--- config.mk ---
export PLATFORM = sky130hd
export DESIGN_NAME = alu_8bit_flat
export DESIGN_NICKNAME = d
export VERILOG_FILES = /design/src/rtl/alu_8bit_if.sv /design/src/rtl/alu_8bit.sv /design/src/flat_wrapper.sv
export SDC_FILE = /design/constraint.sdc
export NUM_CORES = 1
export LEC_CHECK = 0
export CAP_MARGIN = 20
export CORE_MARGIN = 2
export CORE_UTILIZATION = 48
export CTS_CLUSTER_SIZE = 12
export DETAILED_ROUTE_END_ITERATION = 10
export PLACE_DENSITY = 0.74
export SYNTH_ARGS = -nofsm -noshare
export SYNTH_HDL_FRONTEND = slang
export SYNTH_SLANG_ARGS = --single-unit
--- constraint.sdc ---
create_clock -name clk -period 2.4 [get_ports clk]
set_input_delay 0.36 -clock clk [delete_from_list [all_inputs] [get_ports clk]]
set_output_delay 0.36 -clock clk [all_outputs]
set_load 0.01 [all_outputs]
--- src/rtl/alu_8bit_if.sv ---
// Purpose : operand/result bundle for the registered ALU stage.
// Latency : n/a (wires only); the ALU adds one register stage.
// Backpr. : none; the master may assert in_valid every cycle.
// Ports   : in_valid/A/B/Opcode flow master->slave,
//           Result/Zero/Carry/out_valid flow slave->master.
interface alu_8bit_if #(
  parameter int WIDTH = 8
);
  logic             in_valid;
  logic [WIDTH-1:0] A;
  logic [WIDTH-1:0] B;
  logic [2:0]       Opcode;
  logic [WIDTH-1:0] Result;
  logic             Zero;
  logic             Carry;
  logic             out_valid;

  // Issuer of operations (datapath front end / testbench).
  modport master (
    output in_valid, A, B, Opcode,
    input  Result, Zero, Carry, out_valid
  );

  // The ALU itself.
  modport slave (
    input  in_valid, A, B, Opcode,
    output Result, Zero, Carry, out_valid
  );
endinterface

--- src/rtl/alu_8bit.sv ---
// Purpose : registered 8-op ALU (ADD/SUB/AND/OR/XOR/NOT/SHL/SHR) with Zero/Carry.
// Latency : 1 cycle from in_valid to out_valid/Result/Zero/Carry.
// Backpr. : none; accepts an operation every cycle, never stalls.
// Ports   : clk, rst (sync, active-high), bus (alu_8bit_if.slave).
module alu_8bit #(
  parameter int WIDTH = 8
) (
  input  logic       clk,
  input  logic       rst,
  alu_8bit_if.slave  bus
);

  typedef enum logic [2:0] {
    OP_ADD = 3'b000,
    OP_SUB = 3'b001,
    OP_AND = 3'b010,
    OP_OR  = 3'b011,
    OP_XOR = 3'b100,
    OP_NOT = 3'b101,
    OP_SHL = 3'b110,
    OP_SHR = 3'b111
  } op_e;

  logic [WIDTH-1:0] result_d, result_q;
  logic             carry_d,  carry_q;
  logic             zero_q;
  logic             valid_q;

  // One extra bit on add/sub: for SUB the top bit of the wrapped
  // difference is exactly the unsigned borrow (A < B).
  logic [WIDTH:0] sum_ext;
  logic [WIDTH:0] diff_ext;

  assign sum_ext  = {1'b0, bus.A} + {1'b0, bus.B};
  assign diff_ext = {1'b0, bus.A} - {1'b0, bus.B};

  always_comb begin
    result_d = '0;
    carry_d  = 1'b0;
    case (op_e'(bus.Opcode))
      OP_ADD: begin
        result_d = sum_ext[WIDTH-1:0];
        carry_d  = sum_ext[WIDTH];
      end
      OP_SUB: begin
        result_d = diff_ext[WIDTH-1:0];
        carry_d  = diff_ext[WIDTH];
      end
      OP_AND: result_d = bus.A & bus.B;
      OP_OR:  result_d = bus.A | bus.B;
      OP_XOR: result_d = bus.A ^ bus.B;
      OP_NOT: result_d = ~bus.A;
      OP_SHL: begin
        result_d = {bus.A[WIDTH-2:0], 1'b0};
        carry_d  = bus.A[WIDTH-1];
      end
      OP_SHR: begin
        result_d = {1'b0, bus.A[WIDTH-1:1]};
        carry_d  = bus.A[0];
      end
      default: begin
        result_d = '0;
        carry_d  = 1'b0;
      end
    endcase
  end

  // Result/flags only load on an accepted op so idle cycles hold the last
  // answer; valid follows in_valid every cycle so it pulses once per op.
  always_ff @(posedge clk) begin
    if (rst) begin
      result_q <= '0;
      zero_q   <= 1'b0;
      carry_q  <= 1'b0;
      valid_q  <= 1'b0;
    end else begin
      valid_q <= bus.in_valid;
      if (bus.in_valid) begin
        result_q <= result_d;
        zero_q   <= (result_d == '0);
        carry_q  <= carry_d;
      end
    end
  end

  assign bus.Result    = result_q;
  assign bus.Zero      = zero_q;
  assign bus.Carry     = carry_q;
  assign bus.out_valid = valid_q;

endmodule

--- src/flat_wrapper.sv ---
// flat-port wrapper written by rule: the top's interface ports become plain ports
module alu_8bit_flat 
#(
  parameter int WIDTH = 8
)
  (clk, rst, bus_in_valid, bus_A, bus_B, bus_Opcode, bus_Result, bus_Zero, bus_Carry, bus_out_valid);
  alu_8bit_if #(.WIDTH(WIDTH)) bus_i ();
  input  logic clk;
  input  logic rst;
  input wire logic [$bits(bus_i.in_valid)-1:0] bus_in_valid;
  input wire logic [$bits(bus_i.A)-1:0] bus_A;
  input wire logic [$bits(bus_i.B)-1:0] bus_B;
  input wire logic [$bits(bus_i.Opcode)-1:0] bus_Opcode;
  output wire logic [$bits(bus_i.Result)-1:0] bus_Result;
  output wire logic [$bits(bus_i.Zero)-1:0] bus_Zero;
  output wire logic [$bits(bus_i.Carry)-1:0] bus_Carry;
  output wire logic [$bits(bus_i.out_valid)-1:0] bus_out_valid;
  assign bus_i.in_valid = bus_in_valid;
  assign bus_i.A = bus_A;
  assign bus_i.B = bus_B;
  assign bus_i.Opcode = bus_Opcode;
  assign bus_Result = bus_i.Result;
  assign bus_Zero = bus_i.Zero;
  assign bus_Carry = bus_i.Carry;
  assign bus_out_valid = bus_i.out_valid;
  alu_8bit #(.WIDTH(WIDTH)) u_core (.clk(clk), .rst(rst), .bus(bus_i));
endmodule
==> results.toml, run 1 <==
[worst_setup_path]
crit_start = "bus_B[6]"
rr_worst_depth = 3
cp_max_fo = 3
cp-endpoint = "u_core.bus.Zero$_SDFFE_PP0P_"
worstPathArrival_ns = 2.54
worst_r2r_startpoint = "u_core.bus.Result[4]$_SDFFE_PP0P_"
rrSetupSlack_ns = 1.62
critPathLaunchType = "input pin"
r2r-end = "u_core.bus.Result[4]$_SDFFE_PP0P_"
setup.worst_path.class = "input pin to flop"
critPathRequiredTime_ns = 2.59
end_kind = "flop"

[min_path]
min_path_type = "flop to flop"

[floorplanning]
rows = 22
die_h_um = 65.01
fp.dieW_um = 65.01
die_area_um2 = 4226
initial_core_util = 0.4955
core_area_um2 = 3606
pin_count = 33

[yosys]
synth_area_um2 = 1787
ys_seq_area_frac = 0.1232
syn-num-nets = 292
ys_ff_latch = 11
synthCells = 244
synth_top_area_share = 0.1681
yosys-top-cells-area = "ha_1, dfxtp_1, inv_1"
yosysTopAreaCell = "ha_1"
yosysUniqueCellTypes = 61
synth_edf_count = 0
syn_area_per_cell_um2 = 7.323
yosysWarnings = 0
synthArstFlopShare = 0
ys.flop_type = "dfxtp_1"

[grt]
grtUsageTotal = 0.2563
grt_pass1_vias = 2034
grt_pass1_wl_um = 8666
antenna_found_initial = 0
grt_max_degree = 20
grt_overflow = 0

[power_and_ir_drop]
seqPwrFrac = 0.210
power.density_nw_per_um2 = 336.9
swShare = 0.3758
power.internal_uw = 604.0
leakage_uw = 0.001337
power.share.combinational = 0.588
ir_drop_mv = 0.1955
p_switching_uw = 363.7
clkPwrFrac = 0.201

[clocking]
path_clk_slew_ns = 0.05
numClockSinks = 11
cts_tree = "built"
clk_latency_ns = 0.25
cts_root_buffer = "clkbuf_8"
cts_max_level = 1
cts.path.max_buffers = 2
numCtsBuffers = 3
holdBufCountCts = 0

[finish]
finalNetCount = 383
drive_above_1_share = 0.3653
syn_to_final_growth_pct = 60.78
antenna_cells = 0
finalInstanceArea_um2 = 2873

[placement]
dpl_cell_area_um2 = 2594
io_buffer_count = 32
gp_congestion = 0.8960
dp_hpwl_um = 4178

[timing]
skew_ns = 0
hold_viol = 0
min_period_over_period = 0.9785
setup_violations = 0
slew_violations = 0
timing.setup.tns_ns = 0
max_clock_freq_mhz = 425.8
worst_pin_slew_ns = 0.4790
slew_headroom = 0.6789
finalCriticalPeriod_ns = 2.348

[routing]
num_vias = 2264
drt-total-wl_um = 6137
drcViolationCount = 0
routedWlPerCell_um = 16.07
first_pass_iters = 5
drt-vias-per-instance = 5.927
ant_nets = 0
initialDrtViolationCount = 192

[run_status]
status = "completed"

[flow_run]
drv_cap = 0
## worst max-delay path: stages
cell and delay (ns):
clkdlybuf4s50_1 0.48, inv_1 0.06, ha_1 0.33, mux4_2 0.47, a222oi_1 0.46, and4_1 0.26
a31o_1 0.13
## synthesized netlist by cell type (4+ instances only)
master	count
inv_1	28
ha_1	24
nand2_1	20
nor2_1	20
o21ai_0	16
a21oi_1	15
dfxtp_1	11
nand2b_1	8
buf_2	7
clkbuf_1	6
mux2i_1	6
nor3_1	5
a211oi_1	4
nand3_1	4
## cell families (layout without fill, tap and decap cells)
logic type                 after synthesis  count (layout)  synth area share
buffers and inverters                   45             135            0.1057
DFF                                     11              11            0.1232
muxes                                    9               9           0.05882
AOI/OAI and AO/OA                       78              78            0.3046
adders and majority gates               26              26            0.1905
and+or+nand+nor                         72              72            0.2024
xor gates and xnor gates                 3               3           0.01471
## power by group through the flow
stage          clock (µW)  sequential (µW)  combinational, µW
5_1_grt               201              205                609
6_report              195              204                569
3_3_place_gp            0              207                475
2_1_floorplan           0              214                243
4_1_cts               196              204                514
3_5_place_dp            0              207                483
## flip-flops by register name, summed over array words and instances (netlist names)
name	count
u_core.bus.Result	8
u_core.bus.Carry	1
u_core.bus.Zero	1
u_core.bus.out_valid	1
## placed cells by master (no fill, tap or decap), types with 3 or more instances in the layout
cell type / instances
inv_1: 20
nand2b_1: 7
a21oi_1: 10
clkdlybuf4s50_1: 21
nand3_1: 4
clkbuf_8: 3
o211ai_1: 3
ha_1: 16
nor3b_1: 3
buf_4: 70
ha_4: 5
o22ai_1: 3
mux2i_1: 6
nand2_1: 20
dlymetal6s2s_1: 7
o21ai_0: 12
a21oi_2: 4
o21ai_1: 4
o221ai_1: 3
ha_2: 3
dfxtp_1: 11
inv_2: 8
nor3_1: 4
nor2_1: 17
## layout make-up
| class | instances | area [µm²] |
|---|---|---|
| multi-input cells | 188 | 1575 |
| repair buffers | 103 | 867.1 |
| fillers | 232 | 733.2 |
| flip-flops and latches | 11 | 220.2 |
| inverters | 28 | 105.1 |
| well taps | 48 | 60.06 |
| clock buffers | 4 | 45.04 |
## worst min-delay path by stage
stage | start | end | depth (start not counted)
6_report | u_core.bus.Carry$_SDFFE_PP0P_ | u_core.bus.Carry$_SDFFE_PP0P_ | 2
2_1_floorplan | u_core.bus.Carry$_SDFFE_PP0P_ | u_core.bus.Carry$_SDFFE_PP0P_ | 2
5_1_grt | u_core.bus.Carry$_SDFFE_PP0P_ | u_core.bus.Carry$_SDFFE_PP0P_ | 2
3_5_place_dp | u_core.bus.Carry$_SDFFE_PP0P_ | u_core.bus.Carry$_SDFFE_PP0P_ | 2
4_1_cts | u_core.bus.Carry$_SDFFE_PP0P_ | u_core.bus.Carry$_SDFFE_PP0P_ | 2
3_3_place_gp | u_core.bus.Carry$_SDFFE_PP0P_ | u_core.bus.Carry$_SDFFE_PP0P_ | 2
## stage by stage
| stage | instances | hold slack [ns] | utilization | total power (µW) | setup WS [ns] |
|---|---|---|---|---|---|
| floorplan | 244 | 0.4902 | - | 457.1 | 0.1073 |
| global placement | 375 | 0.4569 | 0.7193 | 681.7 | -0.4891 |
| detailed placement | 375 | 0.4664 | 0.7193 | 690.3 | -0.5134 |
| CTS | 380 | 0.4741 | 0.7599 | 914.1 | -0.02408 |
| global route | 382 | 0.4903 | 0.7967 | 1015 | -0.03945 |
| finish | 382 | 0.4737 | 0.7967 | 967.8 | 0.05164 |
## routing by layer
layer | wire length, µm | vias up | GRT usage
met1 | 2356 | 1030 | 0.2957
met4 | 279 | 0 | 0.1042
met3 | 385 | 42 | 0.02951
met2 | 3116 | 135 | 0.4755
met5 | 0 | - | 0
li1 | - | 1057 | -
## timing repair
action / 4_1_cts / 5_1_grt
pin swaps: 11 / 12
hold endpoints to repair: 0 / 0
setup buffers: 1 / 2
setup endpoints to repair: 6 / 6
resized for setup: 29 / 35
(Power assumes the default switching activity.)
==> run 2, diff against run 1 <==
--- a/config.mk
+++ b/config.mk
@@ -7,10 +7,11 @@
 export LEC_CHECK = 0
 export CAP_MARGIN = 20
 export CORE_MARGIN = 2
-export CORE_UTILIZATION = 48
+export CORE_UTILIZATION = 45
 export CTS_CLUSTER_SIZE = 12
 export DETAILED_ROUTE_END_ITERATION = 10
-export PLACE_DENSITY = 0.74
+export HOLD_SLACK_MARGIN = 0.03
+export PLACE_DENSITY = 0.7
 export SYNTH_ARGS = -nofsm -noshare
 export SYNTH_HDL_FRONTEND = slang
 export SYNTH_SLANG_ARGS = --single-unit
==> results.toml, run 2 (synthesized netlist as in run 1, its figures left out) <==
[routing]
routedWlPerCell_um = 14.57
ant_nets = 0
drt-total-wl_um = 5564
drt-vias-per-instance = 5.565
first_pass_iters = 5
drcViolationCount = 0
num_vias = 2126
initialDrtViolationCount = 126

[grt]
grt_pass1_vias = 2030
grt_pass1_wl_um = 8845
grt_overflow = 0
grtUsageTotal = 0.2555
grt_max_degree = 18
antenna_found_initial = 0

[placement]
gp_congestion = 0.9203
dp_hpwl_um = 4222
io_buffer_count = 32

[floorplanning]
die_h_um = 67.01
rows = 22
pin_count = 33
core_area_um2 = 3744
initial_core_util = 0.4773
fp.dieW_um = 67.01
die_area_um2 = 4490

[worst_setup_path]
cp_cell_sequence = "clkdlybuf4s50_1 > buf_4 > nand2b_1 > o21ai_0 > o21ai_1 > a32o_1 > a211o_1 > and4_1 > a31o_1"
worstPathArrival_ns = 2.49
setup.worst_path.class = "input pin to flop"
path_delay_family = "compound AO/OA/AOI/OAI gates"
crit_buf_inv = 2
end_kind = "flop"
critPathRequiredTime_ns = 2.54
critPathMaxStageDelay_ns = 0.52
cp_max_fo = 6
critPathLaunchType = "input pin"
critPathSlowestCell = "clkdlybuf4s50_1"

[clocking]
path_clk_slew_ns = 0.05
cts_max_level = 1
clk_latency_ns = 0.24
numClockSinks = 11
cts_tree = "built"
cts_root_buffer = "clkbuf_8"
numCtsBuffers = 3
cts.path.max_buffers = 2
holdBufCountCts = 0

[timing]
max_clock_freq_mhz = 424.5
timing.setup.tns_ns = 0
slew_violations = 0
hold_viol = 0
min_period_over_period = 0.9816
setup_violations = 0
slew_headroom = 0.7195
worst_pin_slew_ns = 0.4185
skew_ns = 0
finalCriticalPeriod_ns = 2.356

[finish]
syn_to_final_growth_pct = 57.70
finalNetCount = 383
antenna_cells = 0
final_core_util = 0.7527
fillCellCount = 323
largest_reg_flops = 8
drive_above_1_share = 0.3443
final_common_cell = "buf_4"
final_cell_mix = "buf_4, clkdlybuf4s50_1, nand2_1, inv_1, nor2_1"

[flow_run]
drv_cap = 0

[power_and_ir_drop]
leakage_uw = 0.001300
p_total_uw = 935.9
ir_drop_mv = 0.1782
power.density_nw_per_um2 = 332.2

[run_status]
status = "completed"

[min_path]
min_path_type = "flop to flop"
-- run 2: changes by cell type in the layout (fill, tap and decap cells not counted), sizes merged --
cell	delta
clkbuf	+1
dlygate4sd2	+2
clkdlybuf4s15	-1
dlymetal6s2s	-3
clkdlybuf4s50	+1
-- run 2: where the power goes --
part           internal, µW  total, µW  switching, µW
sequential              197        204           6.65
combinational           286        543            258
clock                   117        189           71.9
total                   600        936            336
-- run 2: metal layers --
layer,vias to the layer above,GRT usage,routed length (µm)
met1,966,0.2914,2296
li1,1060,-,-
met3,20,0.04561,356
met5,-,0,0
met4,0,0.06122,122
met2,80,0.4827,2789
-- run 2: final cells by class --
cell class | count | area (µm²) | area share
Clock buffer | 4 | 45.04 | 0.01599
Sequential cell | 11 | 220.2 | 0.07815
Multi-Input combinational cell | 188 | 1523 | 0.5404
Inverter | 28 | 105.1 | 0.03730
Timing Repair Buffer | 103 | 864.6 | 0.3068
Tap cell | 48 | 60.06 | 0.02131
-- run 2: per-stage QoR --
step                cells  area (µm²)  setup WS (ns)  hold WS (ns)
floorplan             244        1787         0.1073        0.4902
global placement      376        2614        -0.4564        0.4562
detailed placement    376        2614        -0.5373        0.4631
CTS                   380        2728       0.001637        0.4733
global route          382        2818       -0.07430        0.4902
finish                382        2818        0.04421        0.4686
-- run 2: what timing repair did --
action | CTS | global route
cloned | 0 | 0
buffers inserted | 0 | 2
endpoints found under the setup margin | 7 | 4
resized for setup | 31 | 22
pin swaps | 10 | 8
-- run 2: tightest hold or removal path: stages (launching register included) --
cell and delay [ns]:
dfxtp_1 0.30, nand2b_1 0.06, a21oi_1 0.05
-- run 2: worst paths after layout --
kind / startpoint / to / slack, ns / cells past startpoint
max reg2reg: u_core.bus.Result[4]$_SDFFE_PP0P_ / u_core.bus.Result[4]$_SDFFE_PP0P_ / 1.60 / 3
min: u_core.bus.Result[3]$_SDFFE_PP0P_ / u_core.bus.Result[3]$_SDFFE_PP0P_ / 0.47 / 2
max: bus_Opcode[1] / u_core.bus.Zero$_SDFFE_PP0P_ / 0.04 / 9
min reg2reg: u_core.bus.Result[3]$_SDFFE_PP0P_ / u_core.bus.Result[3]$_SDFFE_PP0P_ / 0.47 / 2
